===== config.mk =====
export PLATFORM = sky130hd
export DESIGN_NAME = reg_summer_flat
export DESIGN_NICKNAME = d
export VERILOG_FILES = /design/src/rtl/reg_summer_if.sv /design/src/rtl/reg_summer.sv /design/src/flat_wrapper.sv
export SDC_FILE = /design/constraint.sdc
export NUM_CORES = 1
export LEC_CHECK = 0
export ABC_AREA = 1
export CORE_MARGIN = 5
export CORE_UTILIZATION = 48
export DETAILED_ROUTE_END_ITERATION = 6
export PLACE_DENSITY = 0.74
export SYNTH_ARGS = -nofsm -noshare
export SYNTH_HDL_FRONTEND = slang
export SYNTH_SLANG_ARGS = --single-unit
export TNS_END_PERCENT = 100

===== constraint.sdc =====
create_clock -name clock -period 1.8 [get_ports clock]
set_clock_uncertainty 0.15 [all_clocks]
set_input_delay 0.18 -clock clock [delete_from_list [all_inputs] [get_ports clock]]
set_output_delay 0.18 -clock clock [all_outputs]
set_load 0.02 [all_outputs]

===== src/rtl/reg_summer_if.sv =====
// Register-summer bus: start request/config, regfile read port and result outputs.
//   master : requester + regfile side (drives go/direction/base/rdata)
//   slave  : reg_summer side (drives rsnum/sum/busy/done/ovf)
interface reg_summer_if;
  localparam int unsigned AW = 5;
  localparam int unsigned DW = 32;

  logic          go;
  logic          direction;
  logic [AW-1:0] base;
  logic [DW-1:0] rdata;
  logic [AW-1:0] rsnum;
  logic [DW-1:0] sum;
  logic          busy;
  logic          done;
  logic          ovf;

  modport master (
    output go, direction, base, rdata,
    input  rsnum, sum, busy, done, ovf
  );

  modport slave (
    input  go, direction, base, rdata,
    output rsnum, sum, busy, done, ovf
  );
endinterface


===== src/rtl/reg_summer.sv =====
// reg_summer: reads NUM_REGS consecutive registers (ascending or descending,
// modulo 32) through a combinational regfile read port and accumulates them.
// Ports:
//   clock      rising-edge clock
//   reset      synchronous active-high reset
//   bus.slave  go/direction/base/rdata in; rsnum/sum/busy/done/ovf out
// Optional feature: define REG_SUMMER_OVF_EN to build the sticky carry-out
// flag on ovf; otherwise ovf is tied to 0 and no carry logic exists.
module reg_summer #(
  parameter int unsigned NUM_REGS = 6
) (
  input  logic         clock,
  input  logic         reset,
  reg_summer_if.slave  bus
);

  localparam int unsigned AW = 5;
  localparam int unsigned DW = 32;
  localparam int unsigned CW = 5;

  typedef enum logic [1:0] {IDLE, READ, DONE} state_t;

  state_t        state_q, state_d;
  logic [AW-1:0] addr_q, addr_d;
  logic [DW-1:0] sum_q, sum_d;
  logic [CW-1:0] count_q, count_d;
  logic          busy_q, busy_d;
  logic          done_q, done_d;

  // Adder for the running sum; carry bit only exists when ovf is enabled.
`ifdef REG_SUMMER_OVF_EN
  logic          ovf_q, ovf_d;
  logic [DW:0]   add_c;
  assign add_c = {1'b0, sum_q} + {1'b0, bus.rdata};
`else
  logic [DW-1:0] add_c;
  assign add_c = sum_q + bus.rdata;
`endif

  // State and datapath registers.
  always_ff @(posedge clock) begin
    if (reset) begin
      state_q <= IDLE;
      addr_q  <= '0;
      sum_q   <= '0;
      count_q <= '0;
      busy_q  <= 1'b0;
      done_q  <= 1'b0;
`ifdef REG_SUMMER_OVF_EN
      ovf_q   <= 1'b0;
`endif
    end else begin
      state_q <= state_d;
      addr_q  <= addr_d;
      sum_q   <= sum_d;
      count_q <= count_d;
      busy_q  <= busy_d;
      done_q  <= done_d;
`ifdef REG_SUMMER_OVF_EN
      ovf_q   <= ovf_d;
`endif
    end
  end

  // Next-state and datapath update; busy/done are registered from next state.
  always_comb begin
    state_d = state_q;
    addr_d  = addr_q;
    sum_d   = sum_q;
    count_d = count_q;
`ifdef REG_SUMMER_OVF_EN
    ovf_d   = ovf_q;
`endif
    case (state_q)
      IDLE: begin
        if (bus.go) begin
          state_d = READ;
          addr_d  = bus.base;
          sum_d   = '0;
          count_d = '0;
`ifdef REG_SUMMER_OVF_EN
          ovf_d   = 1'b0;
`endif
        end
      end
      READ: begin
        sum_d   = add_c[DW-1:0];
`ifdef REG_SUMMER_OVF_EN
        ovf_d   = ovf_q | add_c[DW];
`endif
        addr_d  = bus.direction ? addr_q - AW'(1) : addr_q + AW'(1);
        count_d = count_q + CW'(1);
        if (count_q == CW'(NUM_REGS - 1)) begin
          state_d = DONE;
        end
      end
      DONE: begin
        state_d = IDLE;
      end
      default: begin
        state_d = IDLE;
      end
    endcase
    busy_d = (state_d == READ);
    done_d = (state_d == DONE);
  end

  assign bus.rsnum = addr_q;
  assign bus.sum   = sum_q;
  assign bus.busy  = busy_q;
  assign bus.done  = done_q;
`ifdef REG_SUMMER_OVF_EN
  assign bus.ovf   = ovf_q;
`else
  assign bus.ovf   = 1'b0;
`endif

endmodule


===== src/flat_wrapper.sv =====
// flat-port wrapper written by rule: the top's interface ports become plain ports
module reg_summer_flat 
#(
  parameter int unsigned NUM_REGS = 6
)
  (clock, reset, bus_go, bus_direction, bus_base, bus_rdata, bus_rsnum, bus_sum, bus_busy, bus_done, bus_ovf);
  reg_summer_if bus_i ();
  input  logic clock;
  input  logic reset;
  input wire logic [$bits(bus_i.go)-1:0] bus_go;
  input wire logic [$bits(bus_i.direction)-1:0] bus_direction;
  input wire logic [$bits(bus_i.base)-1:0] bus_base;
  input wire logic [$bits(bus_i.rdata)-1:0] bus_rdata;
  output wire logic [$bits(bus_i.rsnum)-1:0] bus_rsnum;
  output wire logic [$bits(bus_i.sum)-1:0] bus_sum;
  output wire logic [$bits(bus_i.busy)-1:0] bus_busy;
  output wire logic [$bits(bus_i.done)-1:0] bus_done;
  output wire logic [$bits(bus_i.ovf)-1:0] bus_ovf;
  assign bus_i.go = bus_go;
  assign bus_i.direction = bus_direction;
  assign bus_i.base = bus_base;
  assign bus_i.rdata = bus_rdata;
  assign bus_rsnum = bus_i.rsnum;
  assign bus_sum = bus_i.sum;
  assign bus_busy = bus_i.busy;
  assign bus_done = bus_i.done;
  assign bus_ovf = bus_i.ovf;
  reg_summer #(.NUM_REGS(NUM_REGS)) u_core (.clock(clock), .reset(reset), .bus(bus_i));
endmodule

* After elaboration in Yosys (flattened, before gate mapping)
Index checks and enable logic that the tools add are counted.
** Word-level totals
- Flip-flop bits (word level) :: 46
- Bits of input ports :: 41
- Word-level logic and storage cells :: 28
** Cells by class
- Add/subtract/negate cells :: 4
- Equal/unequal tests :: 5
- Muxes and demuxes :: 10
- Reductions and logical operators :: 3
** Operators with widths (count)
- case mux 32 bit (2 select lines) :: 1
- adder 32 bit :: 1
- two-way mux 32 bit :: 1
- case mux 5 bit (2 select lines) :: 2
- two-way mux 5 bit :: 3
- adder 5 x 1 -> 5 bit, second input constant :: 2
- == test 5 x 3 -> 1 bit, second input constant :: 1
- subtractor 5 x 1 -> 5 bit, second input constant :: 1
- == test 2 x 1 -> 1 bit, second input constant :: 2
- two-way mux 2 bit :: 2
- case mux 2 bit (2 select lines) :: 1
- == test 2 bit, second input constant :: 1
- logical NOT 2 bit :: 1
- inequality test 2 bit, second input constant :: 1
- AND reduction 2 bit :: 1
- nonzero test 2 bit :: 1

* Depth between registers and ports, before layout
- Word-level depth :: 4
- Gate-level depth with buffers :: 13
- Gate-level depth less buffers :: 13

* Least setup slack after synthesis
No wires, ideal clock.
- Kind :: flip-flop to flip-flop
- Start point :: reg u_core.sum_q[0] (netlist: u_core.bus.sum[0])
- End point :: reg u_core.sum_q[28] (netlist: u_core.bus.sum[28])
- Setup time :: 134 ps
- Arrival :: 1733 ps
- Required time :: 1516 ps
- Setup slack :: -217 ps
- Stages on the path, launching flop included :: 14
- Path buffers :: 0
- Clock period less this slack :: 2017 ps
- Cells stage by stage :: dfxtp_1 > ha_1 > inv_1 > fa_1 > inv_1 > nand3_1 > nand3_1 > nand3_1 > nand3_2 > nand2_1 > nand2_1 > nand2_1 > nand3_1 > a21oi_1
** Between the ends
- Longest elaborated chain between the ends :: 2
** RTL lines
- start: declaration :: line reg_summer.sv:25 : logic [DW-1:0] sum_q, sum_d;
- start signal: assignment :: line reg_summer.sv:55 : sum_q <= sum_d;
- adder 32 bit :: line reg_summer.sv:37 : assign add_c = sum_q + bus.rdata;
- case mux 32 bit (2 select lines) :: line reg_summer.sv:74 : case (state_q)
No other way between the ends.
A chain may end at the register's enable or synchronous reset.

* Worst setup path in the final report
- Start point :: in bus_rdata[15]
- End point :: reg u_core.sum_q[28] (netlist: u_core.bus.sum[28])
** Between the ends
- Longest elaborated chain between the ends :: 2
** RTL lines
- start: declaration :: line flat_wrapper.sv:13 : input wire logic [$bits(bus_i.rdata)-1:0] bus_rdata;
- adder 32 bit :: line reg_summer.sv:37
- case mux 32 bit (2 select lines) :: line reg_summer.sv:74
No other way between the ends.

==> impl_metrics.yaml <==
drt:
  num_vias: 5179
  drc: 0
  ant_nets: 0
  drt-total-wl_um: 14800
  drtIter0Drc: 357
  dr.pass1.iters: 5
  via_per_inst: 5.24
  avgRoutedWirePerCell_um: 15.0
synth:
  syn-instance-count: 720
  syn_nets: 799
  mappedNetlistArea_um2: 4230
  yosys_register_bits: 46
  synthFlopType: "dfxtp_1"
  ys_async_sr_fraction: 0
  avgSynthCellArea_um2: 5.88
  synth_cell_type_count: 36
  synth_edf_count: 0
  yosys_warnings: 0
  synth_seq_area_share: 0.217
sta:
  setup-violations-final: 20
  finalMaxSlewViolations: 0
  fmax_ghz: 0.519
  fin_crit_sh: 1.07
  hold_viol: 0
  period_minus_slack_ns: 1.93
  tns_ns: -1.01
  rsz0062_at_grt: "yes"
  fin_ws_ns: -0.126
critical_path:
  rr_endpoint: "u_core.bus.sum[28]"
  required_ns: 1.85
  end_kind: "register"
  cp_slowest_cell: "clkdlybuf4s50_1"
  critical_path_buf_inv_count: 2
  critPathKind: "in2reg"
  endpoint: "u_core.bus.sum[28]"
  critPathTopFamily: "simple AND/OR/NAND/NOR gates"
  path_cells: "clkdlybuf4s50_1 > ha_4 > nand2_2 > nor2_2 > buf_4 > nand2_1 > nor2_1 > nand2_4 > nand2_1 > nand2_1 > nand3_1 > a21oi_2"
  r2r_slack_ns: -0.12
  rr_startpoint: "u_core.bus.sum[15]"
  r2r_cells: 11
  path_max_fanout: 5
  timing.critical_path.from: "bus_rdata[15]"
  worst_path_most_repeated_cell: "nand2_1"
  worstPathArrival_ns: 1.98
  worstSetupPathDepth: 12
  critPathMaxStageDelay_ns: 0.45
  startpoint_type: "input pin"
global_route:
  grt_pass1_wl_um: 23400
  grt_overflow: 0
  grt_pass1_vias: 5083
  antenna_found_initial: 0
  grt_start_max_net_pins: 25
  grt_usage: 0.254
outcome:
  violations: "negative setup slack"
  status: "complete, but fails checks"
clock_tree:
  cts_buffers: 5
  clockBufferDepth: 2
  cts_htree_levels: 2
  cts.clk_slew.worst_paths_ns: 0.11
  clk_latency_ns: 0.31
  cts_tree: "built"
  cts.sinks: 46
  cts.root.buffer_cell: "clkbuf_8"
die:
  design.die.area_um2: 10800
  pin_count: 81
  die_y_um: 104
  die_w_um: 104
  coreArea_um2: 8680
  rows: 34
  start_util: 0.488
placement:
  gp_congestion: 0.948
  dp_cells: 972
  dp_hpwl_um: 10500
  io_buffer_count: 79
  dp_slack_ns: -0.475
  placed_area_um2: 5730
finish:
  area_delta_synth_final_pct: 56.4
  utilization: 0.763
  fin_cells: 988
  stdcell_area_um2: 6620
  drive_gt1_frac: 0.325
  layout.nets: 958
  num_antenna_cells: 0
job:
  maxCapViolCount: 0
pwr:
  cellPowerDensity_nw_per_um2: 565
  p_leak_nw: 3.31
  ir_worst_vdd_mv: 0.369
worst_hold_path:
  hold_path_class: "in2reg"
==> synthesized netlist by cell type, drive strengths merged, types with 2 or more instances <==
library cell	n	area (um^2)
o21bai	2	15.0
o221ai	2	17.5
ha	36	450
o32ai	2	17.5
a22o	2	17.5
dfxtp	46	921
fa	2	40.0
clkbuf	7	26.3
a21oi	68	355
buf	6	32.5
nor2	50	220
o21ai	18	90.1
a21o	4	30.0
xor2	5	43.8
nand4	6	37.5
or2	4	25.0
nand3	42	245
nand3b	3	22.5
nand2	269	1050
nor3	3	25.0
inv	137	514
==> stage by stage <==
stage	total power, mW	hold WS (ns)
global route	3.95	0.293
floorplan	1.98	0.231
detailed placement	2.59	0.326
CTS	3.62	0.284
global placement	2.56	0.304
finish	3.74	0.259
==> layout by cell type, fill, tap and decap left out, drive strengths merged, types with 3 or more instances in the layout <==
cell type,Yosys,layout
a21o,4,4
a21oi,68,68
buf,6,86
clkbuf,7,5
clkdlybuf4s50,0,72
dfxtp,46,46
dlygate4sd2,0,3
dlymetal6s2s,0,4
ha,36,36
inv,137,138
nand2,269,269
nand3,42,42
nand3b,3,3
nand4,6,6
nor2,50,50
nor3,3,3
o21ai,18,18
or2,4,4
xor2,5,5
==> cells by family (layout without fill, tap and decap cells) <==
group	after synthesis	in the layout	synth area share
flops	46	46	0.217
xor+xnor	5	5	0.0103
simple gates	378	378	0.386
fa+ha+maj	38	38	0.116
buf+inv	151	311	0.136
compound gates	101	101	0.133
other cells	1	1	0.000886
==> state kept, by name (all words and copies together), names as in the netlist <==
name,count
u_core.bus.rsnum,5
u_core.bus.busy,1
u_core.count_q,5
u_core.state_q,2
u_core.bus.sum,32
u_core.bus.done,1
==> power by group <==
group / switching, mW / internal (mW) / leakage (nW)
combinational: 0.941 / 0.808 / 2.87
sequential: 0.0694 / 1.09 / 0.387
clock: 0.415 / 0.415 / 0.0547
==> tightest hold or removal path, delay by kind of cell <==
kind / cells / cell delay (ns)
AOI/OAI and AO/OA: 1 / 0.05
adders and majority gates: 1 / 0.18
buffers and inverters: 1 / 0.13
and+or+nand+nor: 2 / 0.15
==> worst min-delay path by stage <==
stage	to	from	cells after the start
3_3_place_gp	u_core.count_q[4]	u_core.count_q[4]	2
6_report	u_core.bus.sum[4]	bus_rdata[4]	5
2_1_floorplan	u_core.bus.rsnum[1]	bus_base[1]	4
3_5_place_dp	u_core.count_q[4]	u_core.count_q[4]	2
4_1_cts	u_core.bus.sum[0]	bus_rdata[0]	4
5_1_grt	u_core.bus.sum[4]	bus_rdata[4]	5
==> metal layers <==
metal / wire [um] / GRT usage
met1: 6280 / 0.315
met2: 7280 / 0.454
met3: 871 / 0.0403
met4: 369 / 0.0685
met5: 0 / 0
==> layout make-up <==
type / count / area (um^2)
Multi-Input combinational cell: 523 / 3460
Fill cell: 661 / 2060
Timing Repair Buffer: 165 / 1450
Sequential cell: 46 / 953
Inverter: 138 / 518
Tap cell: 108 / 135
Clock buffer: 5 / 68.8
Clock inverter: 3 / 43.8
==> timing repair <==
action,in CTS,in global routing
pin swaps,26,16
setup buffers,4,4
gates resized for setup,85,78
hold endpoints to repair,0,0
setup endpoints to repair,25,32
hold buffers,0,0
(Power assumes the default switching activity.)
